## src/rtl/dcache_miss_ctrl.sv

```systemverilog
// Direct-mapped write-back, write-allocate data cache with one-word lines.
// A miss stalls the core while an IDLE/WB/FILL FSM evicts a dirty victim and refills the line.
module dcache_miss_ctrl #(
  parameter int IDX_W       = 3,
  parameter int MEM_LATENCY = 4
) (
  input  logic        clk,
  input  logic        rst_b,
  input  logic        req_valid,
  input  logic        req_we,
  input  logic        req_is_word,
  input  logic [31:0] req_addr,
  input  logic [31:0] req_wdata,
  output logic [31:0] rdata,
  output logic        cache_hit,
  output logic        cache_dirty,
  output logic        stall,
  output logic [31:0] mem_addr,
  output logic [31:0] mem_data_in,
  input  logic [31:0] mem_data_out,
  output logic        mem_write_en
);

  localparam int LINES = 1 << IDX_W;
  localparam int TAG_W = 30 - IDX_W;
  localparam int CNT_W = (MEM_LATENCY > 1) ? $clog2(MEM_LATENCY) : 1;

  typedef enum logic [1:0] {IDLE, WB, FILL} state_t;

  state_t             state_q, state_d;
  logic [CNT_W-1:0]   cnt_q, cnt_d;
  logic [LINES-1:0]   valid_q, valid_d;
  logic [LINES-1:0]   dirty_q, dirty_d;
  logic [31:0]        mem_addr_q;
  logic [TAG_W-1:0]   tag_q  [LINES];
  logic [31:0]        data_q [LINES];

  logic [IDX_W-1:0]   idx;
  logic [TAG_W-1:0]   tag;
  logic               last_cnt;
  logic               wr_hit;
  logic               fill_done;
  logic [31:0]        line_d;

  assign idx         = req_addr[IDX_W+1:2];
  assign tag         = req_addr[31:IDX_W+2];
  assign cache_hit   = valid_q[idx] && (tag_q[idx] == tag);
  assign cache_dirty = dirty_q[idx];
  // Invalid lines read as zero so nothing from the unreset data array leaks out.
  assign rdata       = valid_q[idx] ? data_q[idx] : '0;
  assign last_cnt    = (cnt_q == CNT_W'(MEM_LATENCY - 1));
  assign stall       = rst_b & ((state_q != IDLE) | (req_valid & ~cache_hit));

  always_comb begin
    line_d = data_q[idx];
    if (req_is_word) begin
      line_d = req_wdata;
    end else begin
      line_d[{req_addr[1:0], 3'b000} +: 8] = req_wdata[7:0];
    end
  end

  always_comb begin
    state_d      = state_q;
    cnt_d        = cnt_q;
    valid_d      = valid_q;
    dirty_d      = dirty_q;
    wr_hit       = 1'b0;
    fill_done    = 1'b0;
    mem_write_en = 1'b0;
    mem_addr     = mem_addr_q;
    mem_data_in  = '0;
    case (state_q)
      IDLE: begin
        if (req_valid) begin
          if (cache_hit) begin
            if (req_we) begin
              wr_hit       = 1'b1;
              dirty_d[idx] = 1'b1;
            end
          end else begin
            state_d = (valid_q[idx] && dirty_q[idx]) ? WB : FILL;
            cnt_d   = '0;
          end
        end
      end
      WB: begin
        mem_addr     = {tag_q[idx], idx, 2'b00};
        mem_data_in  = data_q[idx];
        mem_write_en = 1'b1;
        if (last_cnt) begin
          dirty_d[idx] = 1'b0;
          state_d      = FILL;
          cnt_d        = '0;
        end else begin
          cnt_d = cnt_q + 1'b1;
        end
      end
      FILL: begin
        mem_addr = {tag, idx, 2'b00};
        if (last_cnt) begin
          fill_done    = 1'b1;
          valid_d[idx] = 1'b1;
          dirty_d[idx] = 1'b0;
          state_d      = IDLE;
          cnt_d        = '0;
        end else begin
          cnt_d = cnt_q + 1'b1;
        end
      end
      default: begin
        state_d = IDLE;
        cnt_d   = '0;
      end
    endcase
  end

  always_ff @(posedge clk or negedge rst_b) begin
    if (!rst_b) begin
      state_q    <= IDLE;
      cnt_q      <= '0;
      valid_q    <= '0;
      dirty_q    <= '0;
      mem_addr_q <= '0;
    end else begin
      state_q    <= state_d;
      cnt_q      <= cnt_d;
      valid_q    <= valid_d;
      dirty_q    <= dirty_d;
      mem_addr_q <= mem_addr;
    end
  end

  always_ff @(posedge clk) begin
    if (wr_hit) begin
      data_q[idx] <= line_d;
    end else if (fill_done) begin
      data_q[idx] <= mem_data_out;
      tag_q[idx]  <= tag;
    end
  end

endmodule

```

## config.mk

```make
export PLATFORM = sky130hd
export DESIGN_NAME = dcache_miss_ctrl
export DESIGN_NICKNAME = d
export VERILOG_FILES = /design/src/rtl/dcache_miss_ctrl.sv
export SDC_FILE = /design/constraint.sdc
export NUM_CORES = 1
export LEC_CHECK = 0
export BUFFER_PORTS_ARGS = -buffer_cell sky130_fd_sc_hd__buf_2
export CAP_MARGIN = 10
export CORE_MARGIN = 8
export CORE_UTILIZATION = 59
export DETAILED_ROUTE_END_ITERATION = 10
export PLACE_DENSITY = 0.79
export SYNTH_ARGS = -nofsm -noshare
export SYNTH_HDL_FRONTEND = slang
export SYNTH_SLANG_ARGS = --single-unit
export TNS_END_PERCENT = 100
```

## constraint.sdc

```tcl
create_clock -name clk -period 6.9 [get_ports clk]
set_clock_uncertainty 0.1 [all_clocks]
set_input_delay 0.69 -clock clk [delete_from_list [all_inputs] [get_ports clk]]
set_output_delay 0.69 -clock clk [all_outputs]
set_load 0.02 [all_outputs]
```

======== After elaboration in Yosys (flattened, before gate mapping) ========
Memory sizes are Yosys's and may differ from the RTL's.
Index checks and enable logic that the tools add are counted.
Widths: inputs -> output; s select.
word-level totals
  memory bits (writable) .................. 472
  output and inout bits ................... 100
  logic and storage cells ................. 83
  memory bits (read-only) ................. 0
  latch bits .............................. 0
  bits of input ports ..................... 101
  memories kept ........................... 2
  bits in registers ....................... 52
memories
  name    words  width  read ports  clocked after Yosys merged registers in  wr ports  line  source
  data_q  8      32     1           0                                        1         36    logic [31:0] data_q [LINES];
  tag_q   8      27     1           0                                        1         35    logic [TAG_W-1:0] tag_q [LINES];
cells by class
  $lt $le $gt $ge ......................... 2
  add/sub/neg operators ................... 2
  $mul .................................... 0
  equality and inequality tests ........... 11
  div/mod/pow operators ................... 0
  shift operators ......................... 2
  bitwise logic cells ..................... 9
  reductions and logical operators ........ 11
  muxes and demuxes ....................... 39
operators by type and width
  cell                    number
  $mux 32                 4
  $pmux 32 s2             1
  $bwmux 32               1
  $mux 8                  4
  $shift 8x7->32 const A  1
  $shiftx 8x7->32         1
  $eq 27x27->1            1
  $mux 2                  8
  $or 8x8->8              2
  $pmux 8 s2              1
  $mux 1                  15
  $ne 2x2->1 const B      6
  $and 8x8->8             1
  $not 8->8               1
  $neg 5->7               1
  $bmux 1 s3              2
  $pmux 2 s3              1
  $reduce_and 5->1        1
  $eq 2x2->1 const B      2
  $lt 3x4->1 const B      1
  $pmux 2 s2              1
  $reduce_and 2->1        2
  $reduce_and 4->1        1
  $reduce_bool 2->1       2
  11 further kinds        15

======== Logic depth before layout (Yosys ltp) ========
  depth after elaboration ................. 9
  depth in mapped cells ................... 15
  gate-level depth less buffers ........... 8

======== Least setup slack after synthesis ========
OpenSTA, ideal clock, no wires.
  path kind ............................... in2reg
  start ................................... in req_addr[2]
  end ..................................... mem data_q[0][0] (enable)
  buffers on the path ..................... 3
  setup time .............................. 0.470 ns
  slack ................................... 0.709 ns
  stages .................................. 11
  arrival time ............................ 5.620 ns
  data required time ...................... 6.330 ns
  cells stage by stage .................... buf_4 -> buf_6 -> buf_4 -> mux4_2 -> mux2_2 -> xor2_1 -> or3b_2 -> nor4b_1 -> nand4_1 -> or2_1 -> a21boi_0
between the ends
  longest elaborated chain between the ends .. 9
  elaborated cells on any way between the ends .. 13
  classes of those cells .................. 1 x eq/ne; 9 x mux; 1 x bitwise; 1 x reduce/logical; 1 x memory
ends and longest elaborated chain
  element                                     line      source
  start: declaration                          12        input logic [31:0] req_addr,
  $mem_v2 8x27 or $bmux 1 s3 (tied branches)  --
  $eq 27x27->1 or $mux 1 (tied branches)      47        assign cache_hit = valid_q[idx] && (tag_q[idx] == tag);
  $logic_and 1x1->1                           47
  $mux 1                                      76        if (cache_hit) begin
  $mux 1                                      75        if (req_valid) begin
  $mux 1                                      73        case (state_q)
  $mux 1                                      135       if (wr_hit) begin
  $mux 1 (on tied branches)                   136, 138
  $or 1x1->1 (no source line)                 --
  end: declaration                            36
Several ways; a longest one is shown, not always the timed one. The select of a mux whose other input is x is not followed.

======== Worst setup path in the final report ========
  start ................................... in req_addr[3]
  end ..................................... mem data_q[7][7] (enable)
The elaborated chain is that of the path after synthesis.

==> run summary <==
Compared with the post-synthesis result, the final layout area differs by 15.1%. The via count of the first global-routing pass is 14.8k. The first-pass iteration count of the detailed router was 5. The most critical setup path has its startpoint at req_addr[3]. Measured in cells, the most critical reg-to-reg path has a length of 10. The largest net degree at the start of global routing was 63; the count of yosys warnings during synthesis was 0. Summed over all nets, the half-perimeter wirelength after detailed placement is 37.4 mm. The cell type with the highest aggregate area in the netlist was edfxtp_1. The fraction of final layout cells sized beyond drive strength 1 is 0.268.

Count of pins on the block boundary: 201. After floorplanning, the core was sized to cover 37400 sq um. The run gives 0.696 as the fraction of the yosys area taken by sequential cells. The fraction of synthesis flops using an asynchronous set or reset pin came out at 0.0992. The tree is rooted in a clkbuf_16. By area the synthesized netlist is led by edfxtp_1 (64%), dfrtp_1 (5.9%), mux2_2 (4.0%).

The run gives 0.898 as the routability-driven placement congestion ratio. In this run the critical register-to-register path is captured at data_q[7][7]. Timing would allow up to 192 MHz. The first global-routing pass estimated 88.8 mm of wire. The total track usage is 0.264.

After detailed routing, the number of remaining DRC violations is 0. In this run the worst path has a maximum fanout of 33. Critical path capture point type: a register. The most used flip-flop cell after synthesis is edfxtp_1. Once detail routing completed, the nets flagged for antenna violations numbered 0. The fraction of the cycle the final worst path needs is 0.754. The tools report the row count as 71. The layer flagged by global routing as most heavily used is met2. The logs give 0.432 for the met2 demand-to-capacity share in global routing and 1785 for the layout net count. Area share of the largest cell type after synthesis: 0.637. Sum of overflow across all layers after global routing: 0. The met1 routing resource usage after global routing is 0.347, and the number of H-tree branching levels is 2. The sink count of the clock tree is 524, and the number of max-slew violations in the final report is 0. The number of distinct library cells after synthesis was 66. After routing the design area is 25600 sq um. After technology mapping, the gate count stands at 1469. The maximum count of clock buffers along a single path was 3. The flow ran to the end, and the final reports show no timing, DRC or antenna violations.

The effective utilization at floorplan was 0.595; the per-instance average area after synthesis was 15.1 sq um. In this run the register-to-register setup slack is 2280 ps. At the pin with the least slew margin, the transition time is 1180 ps. The run gives 7080 ps as the endpoint required time on the critical path. The tools report the tightest slew margin relative to the limit as 0.209.

The shortest period the worst path allows is 5200 ps. In the final routed layout, each cell accounts on average for 26.6 microns. During placement, the flow inserted port buffers numbering 200. In this run, post-CTS hold repair placed 0 buffers. The number of antenna violations at the first check in global routing was 0. Last element of the critical path: data_q[7][7].

For the met3 usage in global routing, the log shows 0.0553. Hold is met by 155 ps. The synthesized netlist occupies a cell area of 22200 sq um. The setup path with the least slack is of type primary input to register. The number of antenna diodes in the final layout is 0. The tools report the final standard cell utilization of the core as 0.684. The completed layout was analyzed and its total power is 8.14 mW. The post-placement cell count was 2133; the arrival time at the worst endpoint was 5380 ps. Across the run, the number of max-cap violations was 0. Power spread over the standard cell area amounts to 318 nW/um^2.

The first routing iteration left 1673 violations. The filler cells instantiated in the layout total 2443. The run gives 14.4k as the count of vias placed by the detailed router.

OpenSTA, run right after detailed placement, puts the worst setup slack at 1220 ps. The startpoint identified for the worst register-to-register timing path is tag_q[0][20]. The total of flip-flops plus latches after synthesis is 524, and the via density per instance is 6.47. The startpoint kind of the worst setup timing path is a primary input. After detailed placement, the total cell area comes to 24000 sq um.

Measured along the x axis, the die boundary spans 210 microns. Post-layout worst setup margin: 1700 ps. TritonCTS built the clock tree. The tools report the number of buffers created by CTS as 50. The worst-case IR drop observed on VDD is 0.187 mV. Clock latency on the worst-skew pair, taken at its later pin, is 590 ps. The tools report the number of setup violations in the final report as 0. Post-CTS timing repair inserted 0 buffers for setup. For the total of cells resized after clock tree synthesis, the log shows 0. Count of flip-flops with a built-in enable after synthesis: 472.

The clock transition time at the flip-flop clock pins of the worst setup and hold paths is 60 ps. Setup repair after global routing left no endpoint under its margin. The run gives 44200 sq um as the die outline area. The number of nets in the synthesized netlist is 1580. The floorplan die height came out at 210 microns. The run gives 59.2 mm as the routed wire length. The tightest min-delay check is of the primary input to asynchronous set/reset pin type.

The post-layout instance count excluding filler cells was 2223; the final hold violation count was 0. Summed over all failing endpoints, the final setup total negative slack is 0 ps. The tools report the static leakage as 9.09 nW.
## kinds of logic after synthesis
| logic type | synth area share |
|---|---|
| adder cells (fa/ha/maj) | 0.00563 |
| AO/OA/AOI/OAI | 0.0953 |
| AND/OR/NAND/NOR | 0.0694 |
| buffers and inverters | 0.0235 |
| flip-flops | 0.696 |
| XOR/XNOR | 0.00591 |
| multiplexers | 0.104 |
## power by group
part | switching [mW] | total, mW | internal [mW]
Clock | 1.17 | 2.75 | 1.58
Combinational | 1.11 | 1.61 | 0.500
Sequential | 0.0704 | 3.78 | 3.71
## cells in the final DEF (no fill, tap or decap), types with 15 or more instances in the layout
cell | synthesis | routed
a22oi_1 | 80 | 80
mux4_2 | 33 | 33
nor2_1 | 120 | 112
clkbuf_16 | 0 | 51
buf_2 | 13 | 199
dfrtp_1 | 52 | 52
o21ai_0 | 52 | 52
edfxtp_1 | 472 | 472
and3_1 | 16 | 16
nor3_1 | 22 | 18
mux2_1 | 18 | 18
o21a_1 | 21 | 21
a21oi_1 | 41 | 37
buf_4 | 7 | 44
mux2i_1 | 47 | 47
or3_1 | 19 | 19
o22ai_1 | 15 | 15
mux2_2 | 79 | 79
a221oi_1 | 28 | 28
nand2_1 | 72 | 72
a22o_1 | 19 | 19
inv_1 | 23 | 23
## cell type report
class / instances / area [sq um] / area share
flip-flops and latches: 524 / 15500 / 0.605
well taps: 511 / 639 / 0.0250
clock buffers: 64 / 1370 / 0.0534
clock inverters: 26 / 264 / 0.0103
inverters: 25 / 93.8 / 0.00367
repair buffers: 246 / 1380 / 0.0538
multi-input cells: 827 / 6370 / 0.249
## worst min path at each step
stage                                      end  slack (ps)  cells after the start        from
floorplan           asynchronous set/reset pin         290                      0       rst_b
CTS                             mem_addr_q[24]         170                      2       rst_b
global placement                    valid_q[2]         340                      1  valid_q[2]
detailed placement                  valid_q[3]         340                      1  valid_q[3]
finish                          mem_addr_q[18]         150                      2       rst_b
global route                    mem_addr_q[13]         210                      2       rst_b
## sequential cells by signal, indices dropped and copies added (netlist names), named ones only
signal / count
state_q: 2
tag_q: 216
valid_q: 8
mem_addr_q: 32
cnt_q: 2
data_q: 256
## layer usage
metal	routed length, microns	part of all wire
met5	0	0
met4	2100	0.035
met3	6420	0.11
met2	28300	0.48
met1	22400	0.38
## cells in the mapped netlist (8+ instances only)
cell type    n
a21o_1      10
a21oi_1     41
a221oi_1    28
a22o_1      19
a22oi_1     80
and2_1       8
and3_1      16
buf_1        9
buf_2       13
clkbuf_1    59
dfrtp_1     52
edfxtp_1   472
ha_1        10
inv_1       23
mux2_1      18
mux2_2      79
mux2i_1     47
mux4_2      33
nand2_1     72
nand3_1      8
nand4_1     13
nor2_1     120
nor2b_1     14
nor3_1      22
o21a_1      21
o21ai_0     52
o22ai_1     15
or3_1       19
xnor2_1      8
## critical path: stages
cell,delay [ps]
buf_2,630
buf_4,350
nand2b_1,270
buf_4,270
o22ai_1,250
nor3_1,100
nor4b_1,380
nor4b_1,370
nand4_1,130
buf_4,240
or2_1,600
a21oi_4,690
buf_4,320
Note: power is estimated with default switching activity, not from simulation.
